`src/rtl/detour_sign_n.sv`:
```
`default_nettype none
// detour_sign_n: sequential detour-arrow lamp chaser with left/right fill and hazard flash.
// Rev 1.0 - initial release.
module detour_sign_n #(
  parameter int NUM_LAMPS   = 4,
  parameter int STEP_CYCLES = 1,
  localparam int SW = $clog2(NUM_LAMPS + 1),
  localparam int CW = (STEP_CYCLES > 1) ? $clog2(STEP_CYCLES) : 1
) (
  input  logic                 Clk,
  input  logic                 reset,
  input  logic                 En,
  input  logic                 L_Rbar,
  input  logic                 Hazard,
  output logic [NUM_LAMPS-1:0] Lamps,
  output logic [SW-1:0]        Step,
  output logic                 q_I,
  output logic                 q_L,
  output logic                 q_R,
  output logic                 q_F,
  output logic                 Done
);

  typedef enum logic [1:0] {
    ST_IDLE  = 2'd0,
    ST_LEFT  = 2'd1,
    ST_RIGHT = 2'd2,
    ST_FLASH = 2'd3
  } state_t;

  state_t                 state_q, state_d;
  logic [CW-1:0]          cnt_q, cnt_d;
  logic [SW-1:0]          step_q, step_d;
  logic [NUM_LAMPS-1:0]   lamps_q, lamps_d;
  logic                   done_q, done_d;
  logic                   boundary;
  logic [CW-1:0]          cnt_nxt;

  // Lamp pattern for a given lit count; LEFT fills from the high end.
  function automatic logic [NUM_LAMPS-1:0] fill(input logic left, input logic [SW-1:0] n);
    logic [NUM_LAMPS-1:0] f;
    for (int k = 0; k < NUM_LAMPS; k++) begin
      if (left) f[k] = (k >= NUM_LAMPS - int'(n));
      else      f[k] = (k < int'(n));
    end
    return f;
  endfunction

  always_comb begin
    state_d  = state_q;
    cnt_d    = cnt_q;
    step_d   = step_q;
    lamps_d  = lamps_q;
    done_d   = 1'b0;
    boundary = (cnt_q == CW'(STEP_CYCLES - 1));
    cnt_nxt  = boundary ? '0 : cnt_q + 1'b1;

    if (Hazard) begin
      if (state_q != ST_FLASH) begin
        state_d = ST_FLASH;
        lamps_d = '1;
        cnt_d   = '0;
        step_d  = '0;
      end else begin
        cnt_d = cnt_nxt;
        if (boundary) lamps_d = ~lamps_q;
      end
    end else begin
      case (state_q)
        ST_IDLE: begin
          lamps_d = '0;
          step_d  = '0;
          if (En) begin
            cnt_d = cnt_nxt;
            if (boundary) begin
              state_d = L_Rbar ? ST_LEFT : ST_RIGHT;
              step_d  = SW'(1);
              lamps_d = fill(L_Rbar, SW'(1));
            end
          end else begin
            cnt_d = '0;
          end
        end
        ST_LEFT, ST_RIGHT: begin
          // En is deliberately ignored here so a started chase always completes.
          cnt_d = cnt_nxt;
          if (boundary) begin
            if (step_q == SW'(NUM_LAMPS)) begin
              state_d = ST_IDLE;
              step_d  = '0;
              lamps_d = '0;
              done_d  = 1'b1;
            end else begin
              step_d  = step_q + 1'b1;
              lamps_d = fill(state_q == ST_LEFT, step_q + 1'b1);
            end
          end
        end
        default: begin
          state_d = ST_IDLE;
          lamps_d = '0;
          cnt_d   = '0;
          step_d  = '0;
        end
      endcase
    end
  end

  always_ff @(posedge Clk or posedge reset) begin
    if (reset) begin
      state_q <= ST_IDLE;
      cnt_q   <= '0;
      step_q  <= '0;
      lamps_q <= '0;
      done_q  <= 1'b0;
    end else begin
      state_q <= state_d;
      cnt_q   <= cnt_d;
      step_q  <= step_d;
      lamps_q <= lamps_d;
      done_q  <= done_d;
    end
  end

  assign Lamps = lamps_q;
  assign Step  = step_q;
  assign Done  = done_q;
  assign q_I   = (state_q == ST_IDLE);
  assign q_L   = (state_q == ST_LEFT);
  assign q_R   = (state_q == ST_RIGHT);
  assign q_F   = (state_q == ST_FLASH);

endmodule
`default_nettype wire

```
`config.mk`:
```
export PLATFORM = sky130hd
export DESIGN_NAME = detour_sign_n
export DESIGN_NICKNAME = d
export VERILOG_FILES = /design/src/rtl/detour_sign_n.sv
export SDC_FILE = /design/constraint.sdc
export NUM_CORES = 1
export LEC_CHECK = 0
export CAP_MARGIN = 20
export CORE_MARGIN = 8
export CORE_UTILIZATION = 33
export DETAILED_ROUTE_END_ITERATION = 7
export PLACE_DENSITY = 0.53
export SKIP_CTS_REPAIR_TIMING = 1
export SLEW_MARGIN = 25
export SYNTH_ARGS = -nofsm -noshare
export SYNTH_HDL_FRONTEND = slang
export SYNTH_SLANG_ARGS = --single-unit
```
`constraint.sdc`:
```
create_clock -name Clk -period 2.05 [get_ports Clk]
set_clock_uncertainty 0.1 [all_clocks]
set_input_delay 0.205 -clock Clk [delete_from_list [all_inputs] [get_ports Clk]]
set_output_delay 0.205 -clock Clk [all_outputs]
set_load 0.01 [all_outputs]
```
Word-level counts from Yosys, hierarchy flattened
Index checks and enable logic that the tools add are counted.
{"block": "totals", "regBits": 11, "input_bits": 5, "word_cells": 71}
{"block": "classes", "muxes": 38, "n_eq_ne": 11, "addsub": 3, "order_cmp": 8, "reduce_logical": 5, "bitwise": 1}
{"cell": "$mux W4", "n": 7}
{"cell": "$mux W1", "n": 16}
{"cell": "$mux W2", "n": 7}
{"cell": "$mux W3", "n": 4}
{"cell": "$ne A3 B3 Y1 const B", "n": 4}
{"cell": "$ge A3 B4 Y1 const A", "n": 2}
{"cell": "$pmux W4 S2", "n": 1}
{"cell": "$lt A1 B3 Y1 const A", "n": 2}
{"cell": "$lt A2 B3 Y1 const A", "n": 2}
{"cell": "$pmux W3 S2", "n": 1}
{"cell": "$reduce_and A5 Y1", "n": 1}
{"cell": "$eq A2 B2 Y1 const B", "n": 2}
{"cell": "$ge A1 B4 Y1 const A", "n": 1}
{"cell": "$ge A2 B4 Y1 const A", "n": 1}
{"cell": "$not A4 Y4", "n": 1}
{"cell": "$pmux W2 S2", "n": 1}
{"cell": "$reduce_and A2 Y1", "n": 2}
{"cell": "$sub A3 B3 Y4 const A", "n": 1}
{"cell": "$add A3 B1 Y3 const B", "n": 1}
{"cell": "$eq A3 B3 Y1 const B", "n": 1}
{"cell": "$ne A3 B2 Y1 const B", "n": 1}
{"cell": "$eq A2 B1 Y1 const B", "n": 1}
{"cell": "$logic_not A2 Y1", "n": 1}
{"cell": "$ne A2 B1 Y1 const B", "n": 1}
{"cell": "4 further kinds", "n": 4}

Longest topological paths before layout
{"block": "logic_depth", "word_depth": 8, "ltp_mapped": 6}

Worst setup path before layout
Ideal clock, no wire load.
{"block": "synth_path", "path_kind": "register -> register", "from": "register step_q[0], in the netlist Step[0]", "to": "register lamps_q[1], in the netlist Lamps[1]", "synth_period_minus_slack_ns": 1.892, "t_arrival_ns": 1.725, "path_stages_with_launch": 6, "slack_ns": 0.158, "t_required_ns": 1.884, "n_path_buf": 0, "cell_sequence": "dfrtp_1 -> inv_1 -> ha_1 -> mux2_2 -> a221oi_1 -> o311a_1"}
{"block": "synth_via", "elab_chain_cells": 8, "elab_cells_between_ends": 10, "cone_classes": "2 x add/sub; 2 x order compare; 1 x eq/ne; 5 x mux"}
{"item": "start: declaration", "line": "33", "rtl": "logic [SW-1:0] step_q, step_d;"}
{"item": "start signal: assignment", "line": "119", "rtl": "step_q <= step_d;"}
{"item": "$add A3 B1 Y3", "line": "95", "rtl": "lamps_d = fill(state_q == ST_LEFT, step_q + 1'b1);"}
{"item": "$sub A3 B3 Y4", "line": "43", "rtl": "if (left) f[k] = (k >= NUM_LAMPS - int'(n));"}
{"item": "$ge A2 B4 Y1", "line": "43"}
{"item": "$mux W1", "line": "43"}
{"item": "$mux W4 *", "line": "88", "rtl": "if (step_q == SW'(NUM_LAMPS)) begin"}
{"item": "$mux W4 *", "line": "87", "rtl": "if (boundary) begin"}
{"item": "$pmux W4 S2 *", "line": "69", "rtl": "case (state_q)"}
{"item": "$mux W4 *", "line": "58", "rtl": "if (Hazard) begin"}
{"item": "net lamps_d[1]", "line": "34", "rtl": "logic [NUM_LAMPS-1:0] lamps_q, lamps_d;"}
{"item": "end signal: assignment", "line": "120", "rtl": "lamps_q <= lamps_d;"}
{"item": "end: declaration", "line": "34"}
Mark *: on every way through the listed nets, which the timed path passes. The rest lies on a longest branch. The select of a mux whose other input is x is not followed.
A chain may end at the register's enable or synchronous reset.

Final worst setup path
{"block": "layout_path", "from": "register state_q[1]", "to": "output port q_L"}
{"block": "layout_via", "elab_chain_cells": 1}
{"item": "start: declaration", "line": "31", "rtl": "state_t state_q, state_d;"}
{"item": "start signal: assignment", "line": "117", "rtl": "state_q <= state_d;"}
{"item": "$eq A2 B1 Y1", "line": "129", "rtl": "assign q_L = (state_q == ST_LEFT);"}
{"item": "end: declaration", "line": "18", "rtl": "output logic q_L,"}
Every way passes these cells.

==> impl_metrics.tcl <==
set metrics [dict create \
    stdcell_count 131 \
    grt.overflow.total 0 \
    diodes 0 \
    ys_seq_area_share_pct 32.9 \
    coreArea_um2 2190 \
    synth.cell_area_um2 761 \
    ys.flop_type "dfrtp_1" \
    worst_setup_path_end_kind "output port" \
    grt_max_degree 14 \
    hold_path_class "in2async" \
    hold_violations 0 \
    worstPathMaxFanout 5 \
    status "finished clean" \
    tritoncts "done" \
    fmax_mhz 528 \
    worstMarginPinSlew_ps 433 \
    numClockSinks 10 \
    seqCellArea_um2 250 \
    nets 119 \
    r2r_slack_ps 180 \
    clk_pin_slew_ps 60 \
    synth_cell_types 35 \
    h-tree-depth 1 \
    layout_min_cycle_time_ps 1890 \
    fp-row-count 17 \
    setup_violations 0 \
    p_leak_nw 0.415 \
    drive_gt1_share_pct 7.77 \
    fp.dieW_um 64.0 \
    synth_edf_count 0 \
    grt.total_usage_pct 9.55 \
    maxSlewHeadroom_pct 71.1 \
    fillCellCount 219 \
    dp_hpwl_um 1430 \
    antenna_found_initial 0 \
    timing.critical_path.from "state_q[1]$_DFFE_PP0P_" \
    regToRegEndpoint "Lamps[1]$_DFF_PP0_" \
    cp.arrival_ps 1590 \
    routed_wl_um 1880 \
    ant_nets 0 \
    required_ps 1750 \
    syn_area_per_cell_um2 8.85 \
    clock_latency_ps 270 \
    hold_ws_ps 127 \
    detail_route.wl_per_cell_um 14.3 \
    ioPinCount 17 \
    ys_warn_count 0 \
    gp_congestion 0.801 \
    ys_seq_elements 10 \
    cts.path.max_buffers 2 \
    io_buffers 16 \
    area_growth_pct 27.0 \
    grt_pass1_wl_um 3170 \
    period_share_pct 92.4 \
    cts_buffers 3 \
    firstDrtPassIters 4 \
    fp.dieH_um 64.0 \
    peakVddDrop_uv 584 \
    max_cap_violations 0 \
    multiInputGateArea_um2 453 \
    vias_per_cell 5.21 \
    drc_errors 0 \
    fin_tns_setup_ps 0 \
    start_util_pct 34.7 \
    syn_nets 100 \
    vias 683 \
    place_inst 128 \
    slew_violations 0 \
    root_buffer "clkbuf_4" \
    grt_pass1_vias 664 \
    critPathLaunchType "flop" \
    r2r-start "Step[1]$_DFFE_PP0P_" \
    worstRegToRegCells 5 \
    synthCells 86 \
    power_density_nw_per_um2 1350 \
    criticalPathCategory "reg2out" \
    synthArstFlopShare_pct 100 \
    rsz0062_at_grt "false" \
    crit_path_end "q_L" \
    drt_iter0_drc 13 \
    die_area_um2 4100 \
]
==> cell usage in the layout, fill, tap and decap left out, types with 2 or more instances in the layout <==
| master | Yosys | layout |
|---|---|---|
| a21boi_1 | 2 | 2 |
| a21oi_1 | 3 | 3 |
| a22o_1 | 2 | 2 |
| buf_4 | 1 | 2 |
| clkbuf_4 | 0 | 3 |
| clkdlybuf4s50_1 | 0 | 16 |
| dfrtp_1 | 10 | 10 |
| ha_1 | 9 | 9 |
| inv_1 | 8 | 8 |
| nand2_1 | 10 | 10 |
| nor2_1 | 4 | 4 |
| nor2b_1 | 4 | 4 |
| nor3_1 | 2 | 2 |
| nor3b_1 | 2 | 2 |
| o211ai_1 | 2 | 2 |
| o21ai_0 | 4 | 4 |
| o21ai_1 | 3 | 3 |
==> kinds of logic (layout without fill, tap and decap cells) <==
group | after synthesis | count (layout) | synth area share, %
buf+inv | 12 | 29 | 7.57
xor+xnor | 1 | 1 | 1.15
simple gates | 29 | 29 | 19.9
mux | 1 | 1 | 1.48
flops | 10 | 10 | 32.9
fa+ha+maj | 9 | 9 | 14.8
compound gates | 24 | 24 | 22.2
==> state kept, by name, summed over array words and instances (netlist names) <==
signal	count
Done	1
Lamps	4
Step	3
state_q	2
==> where the power goes <==
group / leakage (nW) / internal (mW) / switching, mW
clock: 0.0138 / 0.0679 / 0.0678
combinational: 0.276 / 0.414 / 0.433
sequential: 0.125 / 0.268 / 0.0542
total: 0.415 / 0.750 / 0.555
==> stage by stage <==
step	instance area [um2]	total power [mW]	util (%)	setup slack (ps)
final	966	1.31	44.1	156
after global routing	966	1.42	44.1	42.9
after detailed placement	943	1.18	43.1	183
after CTS	966	1.32	44.1	138
after global placement	943	1.18	43.1	234
after floorplan	761	0.851	-	158
==> layout make-up <==
class	instances	share of cell area, %
timing repair buffer	18	18.1
inverter	8	3.11
clock buffer	3	2.33
sequential	10	25.9
tap	28	3.63
multi-input combinational	64	46.9
==> cells in the mapped netlist, types with 2 or more instances <==
| cell type | n | area share [%] |
|---|---|---|
| nor2b_1 | 4 | 3.3 |
| nor3b_1 | 2 | 2.0 |
| dfrtp_1 | 10 | 33 |
| a21oi_1 | 3 | 2.0 |
| o21ai_0 | 4 | 2.6 |
| o211ai_1 | 2 | 2.0 |
| a22o_1 | 2 | 2.3 |
| nand2_1 | 10 | 4.9 |
| nor3_1 | 2 | 1.3 |
| o21ai_1 | 3 | 2.0 |
| a21boi_1 | 2 | 2.0 |
| inv_1 | 8 | 3.9 |
| ha_1 | 9 | 15 |
| nor2_1 | 4 | 2.0 |
==> worst min path at each step <==
| stage | to | slack, ps | cells past startpoint |
|---|---|---|---|
| after CTS | Done$_DFF_PP0_ | 140 | 2 |
| after detailed placement | Done$_DFF_PP0_ | 440 | 2 |
| after global placement | Lamps[2]$_DFF_PP0_ | 430 | 3 |
| after global routing | Lamps[2]$_DFF_PP0_ | 180 | 2 |
| after floorplan | Done$_DFF_PP0_ | -50 | 1 |
| final | Done$_DFF_PP0_ | 130 | 2 |
==> worst max-delay path: stages, from the launching register on <==
cell and delay, ps:
dfrtp_1 410, inv_1 90, ha_1 250, clkdlybuf4s50_1 570
==> per-layer routing <==
layer | wire, um | up-vias | track usage [%]
li1 | - | 339 | -
met2 | 789 | 19 | 14.4
met4 | 67 | 0 | 7.52
met1 | 928 | 318 | 11.3
met5 | 0 | - | 0
met3 | 94 | 7 | 2.44
(Power assumes the default switching activity.)
==> patch 1: new RTL, config.mk and constraints unchanged <==
Encoding of `state_t`: now one-hot (4 bits for 4 states).
--- a/src/rtl/detour_sign_n.sv
+++ b/src/rtl/detour_sign_n.sv
@@ -21,11 +21,11 @@
   output logic                 Done
 );
 
-  typedef enum logic [1:0] {
-    ST_IDLE  = 2'd0,
-    ST_LEFT  = 2'd1,
-    ST_RIGHT = 2'd2,
-    ST_FLASH = 2'd3
+  typedef enum logic [3:0] {
+    ST_IDLE  = 4'b0001,
+    ST_LEFT  = 4'b0010,
+    ST_RIGHT = 4'b0100,
+    ST_FLASH = 4'b1000
   } state_t;
 
   state_t                 state_q, state_d;
Formal check against the unedited RTL: same outputs for any inputs over 10 cycles, from zero or initial values and one cycle with reset high; not proved beyond that.
==> patch 1 against the unedited design <==
Worst setup slack worse by 130 ps; critical path depth stayed put; hold slack better by 9.1 ps; design area increased by 5.6%; fmax fell by 6.3%; sequential cell count up 2; routed wire length down 4.0%; count of clock-buffer cells in the layout is 1 higher; largest cell class unchanged; synthesized cell count down 2.3%; synthesized area down 2.5%; global-route usage fell by 0.12 points; highest routed layer is now met3.
Power is not compared: it rests on default switching activity, and its combinational part moved more than twofold at a synthesized area within 25%.
==> patch 1: results (changes against the unedited design) <==
Outcome
  – Outcome: complete, no violations

Yosys
  – Post-synthesis adder-cell area fraction: 0.0675 (-0.0806)
  – Multiplexer share of the synthesized area: 0 (-0.0148)
  – Mapped Nets: 93 (-7.0%)
  – Post-Synthesis Cells: 84 (-2.3%)
  – Yosys cell types: 31 (-11%)
  – Xor and xnor fraction of the mapped netlist area: 0.0354 (+0.0239)
  – Register area share after synthesis: 0.406 (+0.0775)
  – Synth Area in Compound Gates: 0.211 (-0.0112)
  – Synth top area cells: dfrtp_1 37%, ha_1 6.7%, nand2_1 4.6%
  – Synth cell count leaders: 11 x dfrtp_1, 9 x nand2_1, 9 x nor2_1

Power and ir drop
  – Total power: around 0.52 mW
  – Int Power: 0.400 mW
  – Peak VDD IR: 0.348 mV
  – Static Leak: roughly 0.47 nW

Cells and area
  – Final net count: 114 (-4.2%)
  – Fraction of layout cells with a size suffix above 1: 0.144 (+0.0666)
  – Layout Cells excl Fill: 132 (+0.76%)

Place
  – Routability cong.: 0.821 (+2.5%)
  – HPWL Detailed: 1410 um (-1.6%)
  – Pre-CTS setup slack: 133 ps (-49.4 ps)
  – Placed Area: 955 um2 (+1.2%)

Routing
  – Post-Route WL: 1800 um (-4.0%)
  – Uppermost routed layer: met3
  – DRT iter0 DRCs: 11 (-2)
  – Routed wl met3: 131 um (+39%)
  – DR WL met2: 850 um (+7.7%)
  – Length of routed wiring on met1: 822 um (-11%)
  – Via count of the routed design: 675 (-1.2%)

Global routing
  – Largest net degree at the start of global routing: 13 (-1)
  – First-pass GRT wire length: 3130 um (-1.5%)
  – Grt met3 use: 0.0512 (+0.0268)
  – Total GRT Usage: 0.0943 (-0.00119)
  – Vias in the first global route: 665 (+0.15%)
  – Met2 Use GR: 0.146 (+0.00146)
  – M1 GR Usage: 0.110 (-0.00238)

Timing
  – Fin Hold WS: 136 ps (+9.13 ps)
  – Max_slew headroom: 0.698 (-0.0136)
  – Final Cycle Share: 0.986 (+0.0621)

Setup path
  – CP max stage cell: clkdlybuf4s50_1
  – CP peak stage delay: 600 ps (+30 ps)
  – Worst R2R Setup Slack: 110 ps (-70 ps)
  – Crit path max fanout: 4 (-1)
  – Cell family with most CP delay: buffers and inverters
  – CP Data Arrival Time: 1720 ps (+130 ps)

Clock network
  – Clk root buf: clkbuf_4
[patch 1: changes by cell type after synthesis, sizes merged, moves of 3 or more]
cell	change
ha	-5
nor4b	+3
clkbuf	+3
inv	-4
nor2	+4
[patch 1: cells by family after synthesis]
kind of cell / Yosys count
AND/OR/NAND/NOR: 34
AO/OA/AOI/OAI: 22
buffers and inverters: 9
adder cells (fa/ha/maj): 4
XOR/XNOR: 3
flip-flops: 12
[patch 1: path summary, 6_finish.rpt]
kind	end	cells after the start	from
setup / recovery	q_R	3	state_q[3]
hold / removal	Done	2	reset
setup reg to reg	Lamps[2]	5	state_q[2]
hold reg to reg	Lamps[0]	2	Lamps[0]
max in group asynchronous	state_q[0]	2	reset
min in group Clk	Lamps[0]	2	Lamps[0]
[patch 1: layout make-up]
class | count | area, um2
clock buffer | 4 | 36.3
fill | 217 | 1150
tap | 28 | 35.0
timing repair buffer | 21 | 203
sequential | 12 | 304
multi-input combinational | 63 | 427
inverter | 4 | 15.0
==> patch 2: new RTL, same settings <==
Made on the original files. Change the parameter `NUM_LAMPS` from 4 to 8.
--- a/src/rtl/detour_sign_n.sv
+++ b/src/rtl/detour_sign_n.sv
@@ -2,7 +2,7 @@
 // detour_sign_n: sequential detour-arrow lamp chaser with left/right fill and hazard flash.
 // Rev 1.0 - initial release.
 module detour_sign_n #(
-  parameter int NUM_LAMPS   = 4,
+  parameter int NUM_LAMPS   = 8,
   parameter int STEP_CYCLES = 1,
   localparam int SW = $clog2(NUM_LAMPS + 1),
   localparam int CW = (STEP_CYCLES > 1) ? $clog2(STEP_CYCLES) : 1
Interface: changed (resized Lamps and Step); port bits go from 17 to 22. The function was not compared with the original's and may differ.
==> patch 2 against the unedited design <==
The run now ends with negative setup slack left; routed wire length grew 110%; synthesized cell count grew 95%; clock power grew 85%; design area grew 95%; count of clock-buffer cells in the layout is the same; synthesized area grew 80%; worst setup slack lost 910 ps; sequential cell count grew 5; power grew 66%.
==> patch 2: results (changes against the unedited design) <==
Setup path
  – Crit path max fanout: 4 (-1)
  – Cell family with most CP delay: simple AND/OR/NAND/NOR gates
  – CP Data Arrival Time: 2860 ps (+1270 ps)
  – Crit path from: Step[1]
  – CP max stage cell: or4bb_4
  – Crit path capture: Lamps[0]

Routing
  – Routed vias/inst: 5.32 (+2.0%)
  – Via count of the routed design: 1398 (+100%)
  – DRT iter0 DRCs: 87 (+74)
  – Drt wl/cell: 15.3 um (+6.8%)

Place
  – Pre-CTS setup slack: -755 ps (-938 ps)
  – Routability cong.: 0.868 (+8.4%)
  – Dpl cells: 258 (+100%)
  – HPWL Detailed: 3150 um (+120%)
  – I/O Buffers: 21 (+5)

Global routing
  – Largest net degree at the start of global routing: 18 (+4)
  – First-pass GRT wire length: 6960 um (+120%)
  – Total GRT Usage: 0.134 (+0.0387)

Cells and area
  – Max reg flops: 8 (+4)
  – Final net count: 229 (+92%)
  – Filler Cell Count: 384 (+75%)
  – Fraction of layout cells with a size suffix above 1: 0.249 (+0.171)
  – Final instance area: 0.00188 mm2 (+95%)

Timing
  – Max_slew headroom: 0.603 (-0.108)
  – # setup viols final: 7 (+7)
  – Setup ws final: -754 ps (-910 ps)
  – Fin Hold WS: 218 ps (+91.3 ps)

Yosys
  – Synth Area per Inst: 8.16 um2 (-7.7%)
  – Mapped Nets: 183 (+83%)
  – Yosys cell types: 47 (+34%)
  – Synth cell count leaders: 23 x nand2_1, 15 x dfrtp_1, 12 x inv_1, 12 x o21ai_0
  – Synth top area cells: dfrtp_1 27%, ha_1 9.1%, nand2_1 6.3%
  – Register area share after synthesis: 0.274 (-0.0552)

Power and ir drop
  – Switch Pwr: 0.930 mW (+67%)
  – Static Leak: 0.803 nW (+94%)
  – Clk pwr share: 0.116 (+0.012)
  – Int Power: 1.23 mW (+64%)

Clock network
  – Worst skew pair latency: 250 ps (-20 ps)
  – Clk root buf: clkbuf_8

Outcome
  – Failing checks: negative setup slack
  – Outcome: complete, but fails checks
## patch 2: layout make-up
class                           instances  share of cell area
Clock buffer                            3              0.0219
Tap cell                               50              0.0332
Clock inverter                          1             0.00266
Sequential cell                        15               0.201
Inverter                               12              0.0252
Multi-Input combinational cell        130               0.481
Timing Repair Buffer                   52               0.235
## patch 2: metal layers
layer / routed length, um / share of wire / up-vias / GRT usage
met4: 11 / 0.0027 / 0 / 0.0218
li1: - / - / 686 / -
met2: 1930 / 0.48 / 42 / 0.221
met5: 0 / 0 / - / 0
met1: 1890 / 0.47 / 668 / 0.172
met3: 197 / 0.049 / 2 / 0.0346
## patch 2: cells by family after synthesis
group                    synth area share
AO/OA/AOI/OAI                       0.224
buffers and inverters               0.100
adder cells (fa/ha/maj)            0.0912
XOR/XNOR                           0.0319
flip-flops                          0.274
AND/OR/NAND/NOR                     0.278
